==> src/rtl/imem_loader_pkg.sv <==
// Shared types and framing constants for the instruction-memory loader.
// Used by the top-level FSM and the word assembler.
package imem_loader_pkg;

    typedef enum logic [2:0] {
        IDLE,
        HDR_LO,
        HDR_HI,
        PAYLOAD,
        CHECK,
        DONE,
        ERR
    } state_t;

    localparam int HDR_BYTES      = 2;
    localparam int BYTES_PER_WORD = 4;

endpackage

==> src/rtl/imem_loader_word_assembler.sv <==
// Collects payload bytes LSB first and emits one registered 32-bit word per four bytes.
// The output word register is separate from the byte lanes so assembly can continue during a write.
module word_assembler
    import imem_loader_pkg::*;
(
    input  logic        clk,
    input  logic        rst_n,
    input  logic        clear,
    input  logic        byte_valid,
    input  logic [7:0]  byte_data,
    output logic        last_byte,
    output logic        word_valid,
    output logic [31:0] word
);

    localparam int CNT_W = $clog2(BYTES_PER_WORD);

    logic [CNT_W-1:0]                  byte_cnt_reg;
    logic [8*(BYTES_PER_WORD-1)-1:0]   lanes;
    logic [31:0]                       word_reg;
    logic                              word_valid_reg;

    assign last_byte = (byte_cnt_reg == CNT_W'(BYTES_PER_WORD - 1));

    // The final byte of a word goes straight into word_reg, so only the lower lanes need storage.
    genvar gi;
    generate
        for (gi = 0; gi < BYTES_PER_WORD - 1; gi++) begin : g_lane
            logic [7:0] lane_reg;

            always_ff @(posedge clk or negedge rst_n) begin
                if (!rst_n) begin
                    lane_reg <= '0;
                end else if (clear) begin
                    lane_reg <= '0;
                end else if (byte_valid && (byte_cnt_reg == CNT_W'(gi))) begin
                    lane_reg <= byte_data;
                end
            end

            assign lanes[gi*8 +: 8] = lane_reg;
        end
    endgenerate

    always_ff @(posedge clk or negedge rst_n) begin
        if (!rst_n) begin
            byte_cnt_reg   <= '0;
            word_reg       <= '0;
            word_valid_reg <= 1'b0;
        end else begin
            word_valid_reg <= 1'b0;
            if (clear) begin
                byte_cnt_reg <= '0;
            end else if (byte_valid) begin
                byte_cnt_reg <= byte_cnt_reg + CNT_W'(1);
                if (last_byte) begin
                    word_reg       <= {byte_data, lanes};
                    word_valid_reg <= 1'b1;
                end
            end
        end
    end

    assign word_valid = word_valid_reg;
    assign word       = word_reg;

endmodule

==> src/rtl/imem_loader.sv <==
// Loads a framed, XOR-checksummed program image from a byte stream into instruction RAM
// and keeps the CPU held until a complete, verified image is in place.
module imem_loader
    import imem_loader_pkg::*;
#(
    parameter int DEPTH  = 1024,
    parameter int ADDR_W = $clog2(DEPTH)
) (
    input  logic              clk,
    input  logic              rst_n,
    input  logic              start,
    input  logic [7:0]        rx_data,
    input  logic              rx_valid,
    output logic              rx_ready,
    output logic              imem_we,
    output logic [31:0]       imem_addr,
    output logic [31:0]       imem_wd,
    output logic              cpu_hold,
    output logic              busy,
    output logic              done,
    output logic              error,
    output logic [ADDR_W:0]   words_loaded
);

    localparam int N_W = HDR_BYTES * 8;

    state_t             state_reg;
    state_t             state_next;

    logic               accept;
    logic               start_load;
    logic [N_W-1:0]     hdr_n;
    logic [N_W-1:0]     word_idx_inc;

    logic [7:0]         lo_reg;
    logic [N_W-1:0]     n_reg;
    logic [7:0]         xor_reg;
    logic [ADDR_W:0]    word_idx_reg;
    logic [ADDR_W:0]    words_loaded_reg;
    logic [31:0]        imem_addr_reg;

    logic               asm_last_byte;
    logic               asm_word_valid;
    logic [31:0]        asm_word;

    assign rx_ready     = (state_reg == HDR_LO) || (state_reg == HDR_HI) ||
                          (state_reg == PAYLOAD) || (state_reg == CHECK);
    assign accept       = rx_valid && rx_ready;
    assign start_load   = start && ((state_reg == IDLE) || (state_reg == DONE) || (state_reg == ERR));
    assign hdr_n        = {rx_data, lo_reg};
    assign word_idx_inc = N_W'(word_idx_reg) + N_W'(1);

    always_ff @(posedge clk or negedge rst_n) begin
        if (!rst_n) begin
            state_reg <= IDLE;
        end else begin
            state_reg <= state_next;
        end
    end

    always_comb begin
        state_next = state_reg;
        case (state_reg)
            IDLE, DONE, ERR: begin
                if (start) state_next = HDR_LO;
            end
            HDR_LO: begin
                if (accept) state_next = HDR_HI;
            end
            HDR_HI: begin
                if (accept) begin
                    if (hdr_n > N_W'(DEPTH))  state_next = ERR;
                    else if (hdr_n == '0)     state_next = CHECK;
                    else                      state_next = PAYLOAD;
                end
            end
            PAYLOAD: begin
                if (accept && asm_last_byte && (word_idx_inc == n_reg)) state_next = CHECK;
            end
            CHECK: begin
                if (accept) state_next = (rx_data == xor_reg) ? DONE : ERR;
            end
            default: state_next = IDLE;
        endcase
    end

    // word_idx counts words handed to the assembler; words_loaded counts completed writes.
    always_ff @(posedge clk or negedge rst_n) begin
        if (!rst_n) begin
            lo_reg           <= '0;
            n_reg            <= '0;
            xor_reg          <= '0;
            word_idx_reg     <= '0;
            words_loaded_reg <= '0;
            imem_addr_reg    <= '0;
        end else if (start_load) begin
            xor_reg          <= '0;
            word_idx_reg     <= '0;
            words_loaded_reg <= '0;
        end else begin
            if (asm_word_valid) begin
                words_loaded_reg <= words_loaded_reg + 1'b1;
            end
            if (accept) begin
                case (state_reg)
                    HDR_LO: lo_reg <= rx_data;
                    HDR_HI: n_reg  <= hdr_n;
                    PAYLOAD: begin
                        xor_reg <= xor_reg ^ rx_data;
                        if (asm_last_byte) begin
                            imem_addr_reg <= {{(30-ADDR_W){1'b0}}, word_idx_reg[ADDR_W-1:0], 2'b00};
                            word_idx_reg  <= word_idx_reg + 1'b1;
                        end
                    end
                    default: ;
                endcase
            end
        end
    end

    word_assembler u_word_assembler (
        .clk        (clk),
        .rst_n      (rst_n),
        .clear      (start_load),
        .byte_valid (accept && (state_reg == PAYLOAD)),
        .byte_data  (rx_data),
        .last_byte  (asm_last_byte),
        .word_valid (asm_word_valid),
        .word       (asm_word)
    );

    assign imem_we      = asm_word_valid;
    assign imem_wd      = asm_word;
    assign imem_addr    = imem_addr_reg;
    assign words_loaded = words_loaded_reg;
    assign busy         = rx_ready;
    assign done         = (state_reg == DONE);
    assign error        = (state_reg == ERR);
    assign cpu_hold     = (state_reg != DONE);

endmodule

==> config.mk <==
export PLATFORM = sky130hd
export DESIGN_NAME = imem_loader
export DESIGN_NICKNAME = d
export VERILOG_FILES = /design/src/rtl/imem_loader_pkg.sv /design/src/rtl/imem_loader_word_assembler.sv /design/src/rtl/imem_loader.sv
export SDC_FILE = /design/constraint.sdc
export NUM_CORES = 1
export LEC_CHECK = 0
export CORE_MARGIN = 2
export CORE_UTILIZATION = 50
export DETAILED_ROUTE_END_ITERATION = 10
export GPL_ROUTABILITY_DRIVEN = 1
export PLACE_DENSITY = 0.84
export SLEW_MARGIN = 20
export SYNTH_ARGS = -nofsm -noshare
export SYNTH_HDL_FRONTEND = slang
export SYNTH_SLANG_ARGS = --single-unit
==> constraint.sdc <==
create_clock -name clk -period 4.21 [get_ports clk]
set_input_delay 1.0525 -clock clk [delete_from_list [all_inputs] [get_ports clk]]
set_output_delay 1.0525 -clock clk [all_outputs]
set_load 0.05 [all_outputs]
==> summary.txt <==
Die
  • Core region area: around 0.011 mm2
  • Rows: 39
  • # IOs: 93
  • Die height: 112.3 um
  • Starting Density: 0.5140
  • Die footprint: 0.01262 mm2
  • Die W: 112.3 um

STA
  • Slew margin rel.: 0.3253
  • Setup violations, final: 0
  • Period utilization: 0.7920
  • Max-slew violations: 0
  • Tmin final: 3.334 ns
  • Clk_skew: 0.007197 ns
  • Worst setup margin: 0.8756 ns
  • RSZ-0062 raised after global routing: false
  • Setup TNS: 0 ns
  • Fmax: 299.9 MHz
  • Tightest Pin Transition: 1.012 ns
  • Hold Vio Cnt, Final: 0
  • Min Hold Slack: 0.4719 ns

Global route
  • Overall global routing resource usage: 0.2159
  • Initial antenna violation count: 0
  • Vias in the first global route: roughly 4400
  • First-pass GRT wire length: about 22000 um
  • Total global routing overflow: 0
  • Largest net degree at the start of global routing: 58

Yosys
  • Register area share after synthesis: 0.5372
  • Leading area contributor after synthesis: dfrtp_1
  • Top cells by area, synth: dfrtp_1 54%, nand2_1 12%, mux2_2 4.2%
  • Post-synth EDFFs: 0
  • Yosys warns: 0
  • Synth Area in Compound Gates: 0.07674
  • Synth Area in Adders: 0.01279
  • Largest family of logic cells by synthesized area: simple AND/OR/NAND/NOR gates
  • Most common library cells after synthesis: 181 x nand2_1, 126 x dfrtp_1, 36 x o21ai_0
  • Most common cell in the netlist: nand2_1
  • Post-synthesis cell type count: between 50 and 60
  • Synthesized instance count: 619
  • Multiplexer share of the synthesized area: 0.05244
  • Syn Std Cell Area: 0.005869 mm2
  • Fraction of registers with async set/reset: 1.000
  • Yosys top cell area share: 0.5372
  • Register bit count reported by yosys: around 130
  • Dominant synthesized flop cell: dfrtp_1
  • Avg Inst Size Synth: 9.482 um2
  • Synth Area in XOR/XNOR: 0.05969
  • Simple-gate area share of the yosys netlist: 0.2019

Cells and area
  • Multi-input logic area: 0.002451 mm2
  • Layout area overhead: 20.87%
  • Max FFs per register: 32
  • N_diodes: 0
  • Fin util: 0.6213
  • Layout cell share with drive strength beyond 1: 0.08986
  • # fillers: 926
  • Layout net count: 695
  • Register area: 0.003153 mm2

Route
  • Via count: 4498
  • Drt drc: 0
  • Initial DRC Count: 353
  • Total Wirelength: 12960 um
  • DR pass1 iterations: 6
  • Routed length per instance: 15.56 um
  • Via-per-instance ratio: 5.400
  • Antenna viol nets, final: 0

Power and ir drop
  • Switch Pwr: 2257 uW
  • Leakage power figure: 0.003367 uW
  • Clock share of power: 0.254
  • Combinational fraction of design power: 0.389
  • Worst VDD drop: around 0.48 mV
  • Internal power: about 3100 uW
  • Sequential power share: 0.357
  • Design Power: 5350 uW
  • Sw Share: 0.4219
  • Pwr dens: between 700 and 800 mW/mm2

Critical path
  • CP Class: register to output pin
  • Crit path max fanout: 13
  • Worst Path Buf+Inv: 1
  • CP delay by family, top: buffers and inverters
  • Largest stage delay, worst path: 0.86 ns
  • Critical path startpoint category: register
  • Critical-path top delay cell: clkdlybuf4s50_1
  • R2R setup slack: 1.29 ns
  • RR Startpoint: state_reg[0]
  • Critical path endpoint category: output pin
  • Critical path, cell by cell: nor2b_1 -> and2_1 -> clkdlybuf4s50_1
  • Required time at the worst-slack endpoint: 3.16 ns
  • Reg-to-reg endpoint: u_word_assembler.g_lane[2].lane_reg[1]
  • Number of cells on the worst reg-to-reg path: 5
  • WP data arrival: 2.28 ns

Worst hold path
  • Hold Path Sink: u_word_assembler.word[11]
  • Hold Path Depth: 2
  • Hold Path Class: register to register
  • Min-delay src: u_word_assembler.word[11]

Clock network
  • Hold-fix buffers, CTS: 0
  • Clock transition at the registers of the reported paths: 0.06 ns
  • CTS Root Buffer Type: clkbuf_16
  • Clock Path Buffers: 2
  • Cts repair resizes: 0
  • TritonCTS buffer count: 17
  • CTS tree: built
  • Skew-Pair Late Insertion Delay: 0.41 ns
  • CTS H-tree depth: 4
  • Sink Count: 126
  • Setup Fix Bufs, Post-CTS: 0

Placement
  • RD Place Congestion: 0.8837
  • Hpwl dp: 8676 um
  • Post-Place Worst Slack: 0.8922 ns
  • Port Buf Inserts: 70

Outcome
  • Status: complete, no violations

Job
  • # Max-Cap Violations: 0
[kinds of logic (layout without fill, tap and decap cells)]
family | count (synthesis) | in the layout
AND/OR/NAND/NOR | 275 | 275
other | 1 | 22
AO/OA/AOI/OAI | 78 | 78
XOR/XNOR | 40 | 40
buffers and inverters | 65 | 115
flip-flops | 126 | 126
multiplexers | 28 | 28
adder cells (fa/ha/maj) | 6 | 6
[placed cells by master, fill, tap and decap left out, types with 11 or more instances in the layout]
| master | n |
|---|---|
| a21oi_1 | 11 |
| clkbuf_16 | 17 |
| clkdlybuf4s50_1 | 69 |
| conb_1 | 22 |
| dfrtp_1 | 126 |
| mux2_2 | 22 |
| nand2_1 | 181 |
| nand3_1 | 14 |
| nor2_1 | 35 |
| o21ai_0 | 36 |
| o21ai_1 | 11 |
| xnor2_1 | 19 |
| xor2_1 | 21 |
[worst max path at each step]
| stage | startpoint | to | slack, ns | cells past startpoint |
|---|---|---|---|---|
| global placement | start | u_word_assembler.g_lane[1].lane_reg[5] | 1.02 | 4 |
| global route | state_reg[1] | rx_ready | 0.77 | 3 |
| floorplan | state_reg[1] | rx_ready | 1.47 | 4 |
| CTS | state_reg[2] | error | 0.88 | 3 |
| detailed placement | rx_valid | state_reg[1] | 0.89 | 7 |
| finish | state_reg[2] | error | 0.88 | 3 |
[power groups by stage]
stage | Clock, uW | Combinational (uW) | Sequential (uW)
after CTS | 1380 | 2100 | 1910
final | 1360 | 2080 | 1910
after detailed placement | 0 | 2080 | 1920
after global routing | 1420 | 2240 | 1960
after floorplan | 0 | 683 | 2630
after global placement | 0 | 2010 | 1900
[cell type report]
type                            count  area share
Timing Repair Buffer               74      0.1026
Clock buffer                       19     0.06102
Multi-Input combinational cell    449      0.3455
Sequential cell                   126      0.4444
Clock inverter                     13     0.01640
Inverter                            9    0.004762
Tap cell                          143     0.02522
[worst register-to-register path, cell delays in order (launching register included)]
cell     delay, ns
dfrtp_1       0.57
nor2b_1       0.33
nor3_1        0.10
o21a_1        0.52
a21oi_1       0.91
o21ai_0       0.30
[metal layers]
layer,share of wire,global-route usage,vias up
met5,0,0,-
met4,0.017,0.08537,0
met3,0.062,0.04698,23
met2,0.49,0.3406,160
met1,0.43,0.2946,2189
li1,-,-,2126
[through the flow]
step / instance area [um2] / std cells
after floorplan: 5948 / 640
after global routing: 7094 / 833
after CTS: 7094 / 833
after detailed placement: 6545 / 801
final: 7094 / 833
after global placement: 6545 / 801
No activity file was read; power rests on OpenSTA's default activity.
